<file path="src/rtl/prism_sp_axil_pkg.sv">
// Shared types for the SP local-memory AXI4-Lite bridges.
// Holds the response codes, the bridge FSM state type and the arbitration grant type.
package prism_sp_axil_pkg;

  localparam logic [1:0] AXI_RESP_OKAY   = 2'b00;
  localparam logic [1:0] AXI_RESP_SLVERR = 2'b10;

  typedef enum logic [2:0] {
    IDLE,
    WR_MEM,
    WR_RESP,
    RD_MEM,
    RD_CAP,
    RD_RESP
  } lmem_bridge_state_t;

  typedef enum logic {
    GRANT_READ,
    GRANT_WRITE
  } grant_t;

endpackage

</file>
<file path="src/rtl/prism_sp_lmem_axil_bridge.sv">
// AXI4-Lite slave driving the MMR port of one SP local-memory BRAM (read latency 1).
// One transaction outstanding at a time; round-robin between write and read when both are offered.
module prism_sp_lmem_axil_bridge
  import prism_sp_axil_pkg::*;
#(
  parameter int AXI_ADDR_WIDTH  = 32,
  parameter int LMEM_ADDR_WIDTH = 12,
  parameter int DATA_WIDTH      = 32
) (
  input  logic                       clock,
  input  logic                       resetn,
  input  logic [AXI_ADDR_WIDTH-1:0]  s_axil_awaddr,
  input  logic                       s_axil_awvalid,
  output logic                       s_axil_awready,
  input  logic [DATA_WIDTH-1:0]      s_axil_wdata,
  input  logic [DATA_WIDTH/8-1:0]    s_axil_wstrb,
  input  logic                       s_axil_wvalid,
  output logic                       s_axil_wready,
  output logic [1:0]                 s_axil_bresp,
  output logic                       s_axil_bvalid,
  input  logic                       s_axil_bready,
  input  logic [AXI_ADDR_WIDTH-1:0]  s_axil_araddr,
  input  logic                       s_axil_arvalid,
  output logic                       s_axil_arready,
  output logic [DATA_WIDTH-1:0]      s_axil_rdata,
  output logic [1:0]                 s_axil_rresp,
  output logic                       s_axil_rvalid,
  input  logic                       s_axil_rready,
  output logic [LMEM_ADDR_WIDTH-1:0] lmem_addr,
  output logic                       lmem_en,
  output logic [DATA_WIDTH/8-1:0]    lmem_be,
  output logic [DATA_WIDTH-1:0]      lmem_data_in,
  input  logic [DATA_WIDTH-1:0]      lmem_data_out,
  output lmem_bridge_state_t         state_dbg
);

  if (DATA_WIDTH != 32) begin : g_width_check
    $error("prism_sp_lmem_axil_bridge: DATA_WIDTH must be 32");
  end

  // Handshake rule: a ready output is a function of state and the matching valid;
  // every valid output is a function of state alone, never of the peer's ready.

  lmem_bridge_state_t state_q, state_d;
  grant_t             last_grant_q;
  logic               wr_cand, rd_cand, grant_wr, grant_rd;
  logic               aw_in_range, ar_in_range;
  logic [LMEM_ADDR_WIDTH-1:0] addr_q;
  logic [DATA_WIDTH-1:0]      wdata_q, rdata_q;
  logic [DATA_WIDTH/8-1:0]    be_q;
  logic [1:0]                 bresp_q, rresp_q;
  logic                       unused_addr_lsbs;

  assign wr_cand     = s_axil_awvalid && s_axil_wvalid;
  assign rd_cand     = s_axil_arvalid;
  assign aw_in_range = (s_axil_awaddr[AXI_ADDR_WIDTH-1:LMEM_ADDR_WIDTH+2] == '0);
  assign ar_in_range = (s_axil_araddr[AXI_ADDR_WIDTH-1:LMEM_ADDR_WIDTH+2] == '0);
  // Byte offsets within a word carry no meaning for a word-wide BRAM.
  assign unused_addr_lsbs = ^{s_axil_awaddr[1:0], s_axil_araddr[1:0]};

  always_comb begin
    state_d  = state_q;
    grant_wr = 1'b0;
    grant_rd = 1'b0;
    case (state_q)
      IDLE: begin
        if (wr_cand && (!rd_cand || last_grant_q == GRANT_READ)) begin
          grant_wr = 1'b1;
          state_d  = aw_in_range ? WR_MEM : WR_RESP;
        end else if (rd_cand) begin
          grant_rd = 1'b1;
          state_d  = ar_in_range ? RD_MEM : RD_RESP;
        end
      end
      WR_MEM:  state_d = WR_RESP;
      WR_RESP: if (s_axil_bready) state_d = IDLE;
      RD_MEM:  state_d = RD_CAP;
      RD_CAP:  state_d = RD_RESP;
      RD_RESP: if (s_axil_rready) state_d = IDLE;
      default: state_d = IDLE;
    endcase
  end

  always_ff @(posedge clock or negedge resetn) begin
    if (!resetn) begin
      state_q      <= IDLE;
      last_grant_q <= GRANT_READ;
    end else begin
      state_q <= state_d;
      if (grant_wr) last_grant_q <= GRANT_WRITE;
      if (grant_rd) last_grant_q <= GRANT_READ;
    end
  end

  always_ff @(posedge clock or negedge resetn) begin
    if (!resetn) begin
      addr_q  <= '0;
      wdata_q <= '0;
      be_q    <= '0;
      rdata_q <= '0;
      bresp_q <= AXI_RESP_OKAY;
      rresp_q <= AXI_RESP_OKAY;
    end else begin
      if (grant_wr) begin
        bresp_q <= aw_in_range ? AXI_RESP_OKAY : AXI_RESP_SLVERR;
        if (aw_in_range) begin
          addr_q  <= s_axil_awaddr[LMEM_ADDR_WIDTH+1:2];
          wdata_q <= s_axil_wdata;
          be_q    <= s_axil_wstrb;
        end
      end
      if (grant_rd) begin
        rresp_q <= ar_in_range ? AXI_RESP_OKAY : AXI_RESP_SLVERR;
        if (ar_in_range) addr_q <= s_axil_araddr[LMEM_ADDR_WIDTH+1:2];
        else             rdata_q <= '0;
      end
      if (state_q == RD_CAP) rdata_q <= lmem_data_out;
    end
  end

  assign s_axil_awready = grant_wr;
  assign s_axil_wready  = grant_wr;
  assign s_axil_arready = grant_rd;
  assign s_axil_bvalid  = (state_q == WR_RESP);
  assign s_axil_bresp   = bresp_q;
  assign s_axil_rvalid  = (state_q == RD_RESP);
  assign s_axil_rresp   = rresp_q;
  assign s_axil_rdata   = rdata_q;

  // A write with all strobes clear still pulses the port; be=0 makes it a no-op.
  assign lmem_en      = (state_q == WR_MEM) || (state_q == RD_MEM);
  assign lmem_be      = (state_q == WR_MEM) ? be_q : '0;
  assign lmem_addr    = addr_q;
  assign lmem_data_in = wdata_q;
  assign state_dbg    = state_q;

endmodule

</file>
<file path="config.mk">
export PLATFORM = sky130hd
export DESIGN_NAME = prism_sp_lmem_axil_bridge
export DESIGN_NICKNAME = d
export VERILOG_FILES = /design/src/rtl/prism_sp_axil_pkg.sv /design/src/rtl/prism_sp_lmem_axil_bridge.sv
export SDC_FILE = /design/constraint.sdc
export NUM_CORES = 1
export LEC_CHECK = 0
export ABC_AREA = 1
export ABC_CLOCK_PERIOD_IN_PS = 2050
export CORE_MARGIN = 2
export CORE_UTILIZATION = 38
export DETAILED_ROUTE_END_ITERATION = 8
export PLACE_DENSITY = 0.8
export SYNTH_ARGS = -nofsm -noshare
export SYNTH_HDL_FRONTEND = slang
export SYNTH_SLANG_ARGS = --single-unit
</file>
<file path="constraint.sdc">
create_clock -name clock -period 2.05 [get_ports clock]
set_clock_uncertainty 0.1 [all_clocks]
set_input_delay 0.41 -clock clock [delete_from_list [all_inputs] [get_ports clock]]
set_output_delay 0.41 -clock clock [all_outputs]
set_load 0.005 [all_outputs]
</file>
* Word-level counts from Yosys, hierarchy flattened
Index checks and enable logic that the tools add are counted.
** Word-level totals
- Input port bits :: 139
- Word-level logic and storage cells :: 55
- Flip-flop bits (word level) :: 88
** Operators by class
- Reduce and logical (&&, ||, !) cells :: 13
- Bitwise gates (word level) :: 1
- Multiplexer cells :: 24
- Equal/unequal tests :: 9
** Operators by type and width (number)
- $mux W32 :: 3
- $mux W12 :: 4
- $logic_not A18 Y1 :: 2
- $pmux W3 S6 :: 1
- $mux W3 :: 5
- $mux W1 :: 7
- $eq A3 B2 Y1 const B :: 2
- $eq A3 B3 Y1 const B :: 2
- $mux W2 :: 3
- $ne A2 B1 Y1 const B :: 3
- $mux W4 :: 1
- $reduce_and A2 Y1 :: 2
- $reduce_bool A2 Y1 :: 2
- $eq A3 B1 Y1 const B :: 1
- $logic_not A3 Y1 :: 1
- $ne A3 B3 Y1 const B :: 1
- $reduce_and A3 Y1 :: 1
- $logic_and A1 B1 Y1 :: 2
- $logic_or A1 B1 Y1 :: 2
- $logic_not A1 Y1 :: 1
- $not A1 Y1 :: 1

* Logic depth before layout (Yosys ltp)
Gate-level depths: netlist of run 1.
- Depth in word-level cells :: 8
- Mapped depth :: 11
- Depth with buffers taken out :: 10

* Worst setup path before layout of run 1
OpenSTA, ideal clock, no wires.
- Path type :: input to register
- Start :: input s_axil_awvalid
- End :: register addr_q[10] (netlist: lmem_addr[10])
- Setup slack :: 355 ps
- Setup time :: 117 ps
- Required time :: 1833 ps
- Buffers on the path :: 1
- Stages on the path :: 10
- Arrival :: 1478 ps
- Path through :: nand2_1 > a21oi_2 > inv_2 > nor2_4 > inv_2 > nor2_8 > buf_2 > nand2_1 > nand3_1 > nand2_1
** On the way
- Longest elaborated chain between the ends :: 7
- Elaborated cells between the ends (all ways) :: 9
** Ends and longest elaborated chain
- from (decl) :: RTL line prism_sp_lmem_axil_bridge.sv:13 : input logic s_axil_awvalid,
- $logic_and A1 B1 Y1 * :: RTL line prism_sp_lmem_axil_bridge.sv:54 : assign wr_cand = s_axil_awvalid && s_axil_wvalid;
- $logic_and A1 B1 Y1 * :: RTL line prism_sp_lmem_axil_bridge.sv:67 : if (wr_cand && (!rd_cand || last_grant_q == GRANT_READ)) begin
- $mux W1 * :: RTL line prism_sp_lmem_axil_bridge.sv:67
- $mux W1 * :: RTL line prism_sp_lmem_axil_bridge.sv:65 : case (state_q)
- via s_axil_awready :: RTL line prism_sp_lmem_axil_bridge.sv:14 : output logic s_axil_awready,
- $mux W12 * :: RTL line prism_sp_lmem_axil_bridge.sv:104 : if (grant_wr) begin
- $mux W12 :: RTL line prism_sp_lmem_axil_bridge.sv:114 : if (ar_in_range) addr_q <= s_axil_araddr[LMEM_ADDR_WIDTH+1:2];
- $mux W12 * :: RTL line prism_sp_lmem_axil_bridge.sv:112 : if (grant_rd) begin
- to (signal assigned) :: RTL line prism_sp_lmem_axil_bridge.sv:107 : addr_q <= s_axil_awaddr[LMEM_ADDR_WIDTH+1:2];
- to (signal assigned) :: RTL line prism_sp_lmem_axil_bridge.sv:114
- to (decl) :: RTL line prism_sp_lmem_axil_bridge.sv:48 : logic [LMEM_ADDR_WIDTH-1:0] addr_q;
The timed path passes the listed nets; every way through them passes the cells marked *.
A chain may end at the register's enable or synchronous reset.

* Final worst setup path of run 1
- Start :: register state_q[0] (netlist: state_dbg[0])
- End :: output s_axil_arready
** On the way
- Longest elaborated chain between the ends :: 2
** Ends and longest elaborated chain
- from (decl) :: RTL line prism_sp_lmem_axil_bridge.sv:44 : lmem_bridge_state_t state_q, state_d;
- from (signal assigned) :: RTL line prism_sp_lmem_axil_bridge.sv:89 : state_q <= state_d;
- $logic_not A3 Y1 :: RTL line prism_sp_lmem_axil_bridge.sv:65
- $mux W1 :: RTL line prism_sp_lmem_axil_bridge.sv:65
- to (decl) :: RTL line prism_sp_lmem_axil_bridge.sv:24 : output logic s_axil_arready,
Every way passes these cells.

==> impl_metrics.tcl, run 1 <==
set metrics [dict create \
    reg2reg_to "lmem_data_in[9]" \
    leakage_nw 3.514 \
    crit_path_end_kind "output pin" \
    grt_max_degree 39 \
    path_clk_slew_ns 0.08 \
    slew_violations 0 \
    dpl_cell_area_mm2 0.006424 \
    vias 4297 \
    syn-mean-instance-area_um2 7.953 \
    synth_common_cells "203 x nand2_1, 86 x dfrtp_1, 81 x nand3_1, 36 x inv_1, 30 x nor2_1" \
    synthTopCellsByArea "dfrtp_1 55%, nand2_1 20%, nand3_1 10%, inv_1 3.5%, nor2_1 2.9%" \
    synth_top_area_share_pct 55.45 \
    min_delay_worst_endpoint "lmem_data_in[19]" \
    initial_core_util_pct 39.35 \
    worstPathMaxFanout 4 \
    yosys_warnings 0 \
    drt-wirelength-per-cell_um 15.15 \
    critPathSlowestCell "dfrtp_1" \
    cts_max_path_buffers 2 \
    numCtsBuffers 9 \
    hold_depth 2 \
    wl_um 13470 \
    max_freq_mhz 488.0 \
    n_antenna_cell 0 \
    worstHoldPathType "reg2reg" \
    hold_ws_ns 0.3759 \
    clock_sink_count 86 \
    fin_crit_sh_pct 99.97 \
    root_buffer "clkbuf_8" \
    rsz0062_at_grt "yes" \
    final_hold_viol_count 0 \
    async_reset_ff_share_pct 100.0 \
    fp.dieW_um 105.1 \
    period_needed_ns 2.049 \
    groute.usage.overall_pct 24.15 \
    first_iter_violations 173 \
    die_y_um 105.1 \
    vdd_ir_drop_max_mv 0.7561 \
    worstPathArrival_ns 1.54 \
    htree_num_levels 3 \
    gp_congestion 0.8415 \
    rr_worst_depth 12 \
    drv_cap 0 \
    final-setup-viol-count 0 \
    ys.flop_type "dfrtp_1" \
    ant_nets 0 \
    cp_top_family "flip-flops" \
    coreArea_mm2 0.009864 \
    num_rows 36 \
    r2r-start "state_dbg[0]" \
    drc 0 \
    crit_type "reg2out" \
    max_stage_delay_ns 0.42 \
    grt_overflow 0 \
    reg2reg_slack_ns 0.08 \
    num_io_pins 232 \
    dpl.hpwl_um 9336 \
    port_buffers 225 \
    grt_pass1_vias 4337 \
    fillers 740 \
    seq_area_frac_synth_pct 55.45 \
    yosysMostFrequentCell "nand2_1" \
    drive_gt1_share_pct 12.70 \
    synth.distinct_cells 24 \
    synth-seq-cells 86 \
    synth_edf_count 0 \
    crit_path_frequent_cell "buf_6" \
    crit_required_ns 1.54 \
    syn_inst 488 \
    hold_start "lmem_data_in[19]" \
    nNetsFinal 890 \
    tritoncts "done" \
    design.die.area_mm2 0.01104 \
    syn2layout_area_growth_pct 79.63 \
    synth_top_area_cell "dfrtp_1" \
    crit_chain "buf_6, nor2_4, nand2_4, buf_6, nor3_4, buf_2" \
    grt_pass1_wl_um 21170 \
    pwr_density_cell_mw_per_mm2 868.8 \
    clk_latency_ns 0.36 \
    vias_per_cell 4.834 \
    crit_buf_inv 3 \
    design_area_mm2 0.006972 \
    antenna_found_initial 0 \
    cp-start-kind "register" \
    syn_area_mm2 0.003881 \
    dr.pass1.iters 4 \
    status "complete, no violations" \
]
==> power by group <==
group | switching (mW) | internal (mW)
combinational | 1.18 | 1.33
sequential | 0.203 | 2.01
clock | 0.619 | 0.723
total | 2.00 | 4.06
==> sequential cells by signal (all words and copies together), names as in the netlist <==
register and count:
state_dbg 3, last_grant_q 1, lmem_data_in 32, s_axil_rdata 32
s_axil_bresp 1, lmem_addr 12, s_axil_rresp 1, be_q 4
==> area by class of cell <==
class	instances	area, um^2	share of cell area (%)
repair buffers	278	2768	39.70
flip-flops and latches	86	2155	30.90
multi-input cells	336	1501	21.54
well taps	133	166.4	2.387
inverters	40	157.7	2.261
clock buffers	11	141.4	2.028
clock inverters	5	82.58	1.184
==> per-layer routing <==
metal,vias to the layer above,share of wire [%],GRT usage [%]
met3,16,9.3,6.987
met5,-,0,0
met1,2046,38,27.52
li1,2024,-,-
met2,211,52,42.67
met4,0,1.5,9.143
==> cell families after synthesis <==
logic type      Yosys count  share of synthesized area, %
simple gates            327                         36.01
flops                    86                         55.45
compound gates            7                         1.032
other cells               1                       0.09662
buf+inv                  67                         7.414
==> how the worst max path moves through the flow <==
stage                              start  slack (ns)              to  cells after the start
after floorplan           s_axil_awvalid        0.35   lmem_addr[10]                     10
after global placement     s_axil_wvalid       -0.35  s_axil_awready                      6
after detailed placement   s_axil_wvalid       -0.35  s_axil_awready                      6
after CTS                 s_axil_awvalid       0.002    lmem_addr[6]                     14
after global routing        state_dbg[0]       -0.08      lmem_be[0]                      5
final                       state_dbg[0]      0.0006  s_axil_arready                      6
==> worst reg2reg max path: stages (launching register included) <==
cell and delay [ns]:
dfrtp_1 0.42, buf_6 0.13, nor2_4 0.11, nand2_4 0.08, nor2_4 0.14, buf_6 0.12
buf_4 0.13, inv_4 0.05, nor2_8 0.15, clkinv_4 0.12, clkbuf_16 0.19, nand2_1 0.08
nand2_1 0.05
==> cells in the final DEF (no fill, tap or decap), drive strengths merged <==
cell type      instances
a21oi                  1
dlygate4sd2            8
dfrtp                 86
nand2                204
or2                    2
inv                   39
clkdlybuf4s50        209
clkinv                 4
nor2                  34
nor3                   3
buf                   53
conb                   2
o21ai                  5
nand3                 81
a31oi                  1
and2                   2
bufinv                 2
clkbuf                15
nand4                  1
dlymetal6s2s           3
dlygate4sd3            1
==> through the flow <==
step / setup TNS [ns] / util [%] / setup WS, ns / std cells / power [mW]
2_1_floorplan: 0 / - / 0.3550 / 489 / 3.119
6_report: 0 / 70.67 / 0.0006454 / 889 / 6.057
3_3_place_gp: -11.38 / 65.12 / -0.3497 / 848 / 4.432
5_1_grt: -0.3920 / 70.67 / -0.08105 / 889 / 6.409
3_5_place_dp: -13.20 / 65.12 / -0.3511 / 848 / 4.487
4_1_cts: 0 / 69.14 / 0.001819 / 883 / 5.943
==> timing repair <==
item	4_1_cts	5_1_grt
gates resized for setup	35	26
hold buffers	1	0
endpoints found under the setup margin	11	59
pin swaps	3	12
cloned	0	2
hold endpoints to repair	30	0
buffers inserted	18	7
No activity file was read; power rests on OpenSTA's default activity.
==> run 2: changes to the inputs <==
Settings changed: GPL_ROUTABILITY_DRIVEN set to 0.
==> results of run 2 <==
Same layout as run 1: the final DEF is identical, and so are final timing and power.
==> run 3: changes to the inputs <==
Settings changed: ABC_CLOCK_PERIOD_IN_PS 2050 to not set, CORE_ASPECT_RATIO set to 1.4.
==> impl_metrics.tcl, run 3 (synthesis results as in run 1) <==
set metrics [dict create \
    layout_commonest_cell "clkdlybuf4s50_1" \
    power.total_mw 6.273 \
    r2r-start "state_dbg[0]" \
    rsz0062_at_grt "yes" \
    syn2layout_area_growth_pct 84.14 \
    placed_cells 844 \
    max_freq_mhz 489.4 \
    num_rows 43 \
    worstPathArrival_ns 2.17 \
    path_clk_slew_ns 0.07 \
    crit_required_ns 2.17 \
    groute.usage.overall_pct 22.35 \
    drt-wirelength-per-cell_um 15.50 \
    cp-start-kind "input pin" \
    pwr_density_cell_mw_per_mm2 877.7 \
    fp.dieW_um 89.42 \
    mostFrequentLayoutCells "214 x clkdlybuf4s50_1, 174 x nand2_1, 84 x dfrtp_1" \
    wl_um 13680 \
    reg2reg_to "lmem_addr[5]" \
    coreArea_mm2 0.009953 \
    rr_worst_depth 13 \
    leakage_nw 3.569 \
    grt_pass1_wl_um 19000 \
    drive_gt1_share_pct 16.71 \
    ant_nets 0 \
    root_buffer "clkbuf_16" \
    cts_max_path_buffers 2 \
    final-setup-viol-count 0 \
    grt_overflow 0 \
    antenna_found_initial 0 \
    nNetsFinal 882 \
    final_hold_viol_count 0 \
    dr.pass1.iters 5 \
    die_y_um 123.6 \
    port_buffers 225 \
    worstPathMaxFanout 6 \
    status "complete, no violations" \
    slew_violations 0 \
    period_needed_ns 2.043 \
    vias_per_cell 4.778 \
    dpl_cell_area_mm2 0.006406 \
    dpl.hpwl_um 9290 \
    fillers 739 \
    num_io_pins 232 \
    fin_crit_sh_pct 99.67 \
    stdcell_count 883 \
    setup_slack_ns 0.006752 \
    numCtsBuffers 9 \
    min_delay_worst_endpoint "lmem_data_in[13]" \
    vdd_ir_drop_max_mv 0.7670 \
    worstHoldPathType "reg2reg" \
    drc 0 \
    crit_path_frequent_cell "buf_6" \
    max_stage_delay_ns 0.53 \
    design_area_mm2 0.007147 \
    crit_chain "clkdlybuf4s50_1, a21oi_4, buf_6, nor3_4, buf_6, inv_2, nor2_4, clkinvlp_4, nand3_1, nand2_1" \
    htree_num_levels 3 \
    crit_type "in2reg" \
    crit_path_end_kind "register" \
    pre_cts_ws_ns -0.3194 \
    tritoncts "done" \
    clock_sink_count 86 \
    design.die.area_mm2 0.01105 \
    drv_cap 0 \
    critPathSlowestCell "clkdlybuf4s50_1" \
    grt_max_degree 45 \
    reg2reg_slack_ns 0.02 \
    clk_latency_ns 0.33 \
    vias 4219 \
    hold_depth 2 \
    initial_core_util_pct 38.99 \
    first_iter_violations 176 \
    grt_pass1_vias 4041 \
    n_antenna_cell 0 \
    hold_start "lmem_data_in[13]" \
]
-- run 3: cell types whose count changed in the layout (fill, tap and decap cells not counted), sizes merged --
cell | previous run | this run
buf | 53 | 45
clkinvlp | 0 | 4
bufinv | 2 | 1
clkdlybuf4s15 | 0 | 1
inv | 39 | 40
clkbuf | 15 | 13
clkinv | 4 | 3
clkdlybuf4s50 | 209 | 214
dlygate4sd2 | 8 | 4
dlymetal6s2s | 3 | 0
-- run 3: cell type report --
cell class	instances	area, um^2	share of cell area (%)
Clock inverter	7	72.57	1.015
Inverter	40	161.4	2.258
Timing Repair inverter	1	7.507	0.1050
Timing Repair Buffer	269	2739	38.32
Multi-Input combinational cell	336	1618	22.64
Clock buffer	9	225.2	3.151
Tap cell	135	168.9	2.363
Sequential cell	86	2155	30.15
-- run 3: where the power goes --
group	total, mW	internal, mW	switching, mW	leakage, nW
Clock	1.63	0.946	0.682	0.142
Sequential	2.21	2.01	0.199	1.07
Combinational	2.44	1.32	1.12	2.36
-- run 3: worst max-delay path by stage --
stage,start,to,depth (start not counted)
floorplan,s_axil_awvalid,lmem_addr[10],10
global placement,s_axil_awvalid,s_axil_wready,6
detailed placement,s_axil_awvalid,lmem_addr[5],13
CTS,state_dbg[2],state_dbg[2],2
global route,state_dbg[0],lmem_addr[10],13
finish,s_axil_arvalid,lmem_addr[5],10
-- run 3: timing repair --
item,CTS,global route
hold buffers,1,0
endpoints found under the setup margin,11,55
gates resized for setup,28,65
pin swaps,3,22
endpoints found under the hold margin,23,0
buffers inserted,8,10
cloned,0,5
-- run 3: critical path, delay by kind of cell --
| family | cells | cell delay, ns |
|---|---|---|
| AND/OR/NAND/NOR | 4 | 0.62 |
| buffers and inverters | 5 | 1.07 |
| AO/OA/AOI/OAI | 1 | 0.08 |
-- run 3: routing by layer --
| metal | part of all wire, % | routed length, um | up-vias | track usage [%] |
|---|---|---|---|---|
| met1 | 36 | 4946 | 2002 | 24.43 |
| met3 | 7.1 | 966 | 29 | 6.229 |
| met4 | 3.1 | 425 | 0 | 7.369 |
| met2 | 54 | 7346 | 170 | 40.88 |
| met5 | 0 | 0 | - | 0 |
| li1 | - | - | 2018 | - |
-- run 3: metrics by stage --
stage / TNS [ns] / hold WS (ns) / util [%]
detailed placement: -14.97 / 0.2435 / 64.36
CTS: -0.05832 / 0.3732 / 68.27
global route: -0.4701 / 0.4002 / 71.80
global placement: -13.92 / 0.2373 / 64.36
finish: 0 / 0.3726 / 71.80
floorplan: 0 / 0.01441 / -
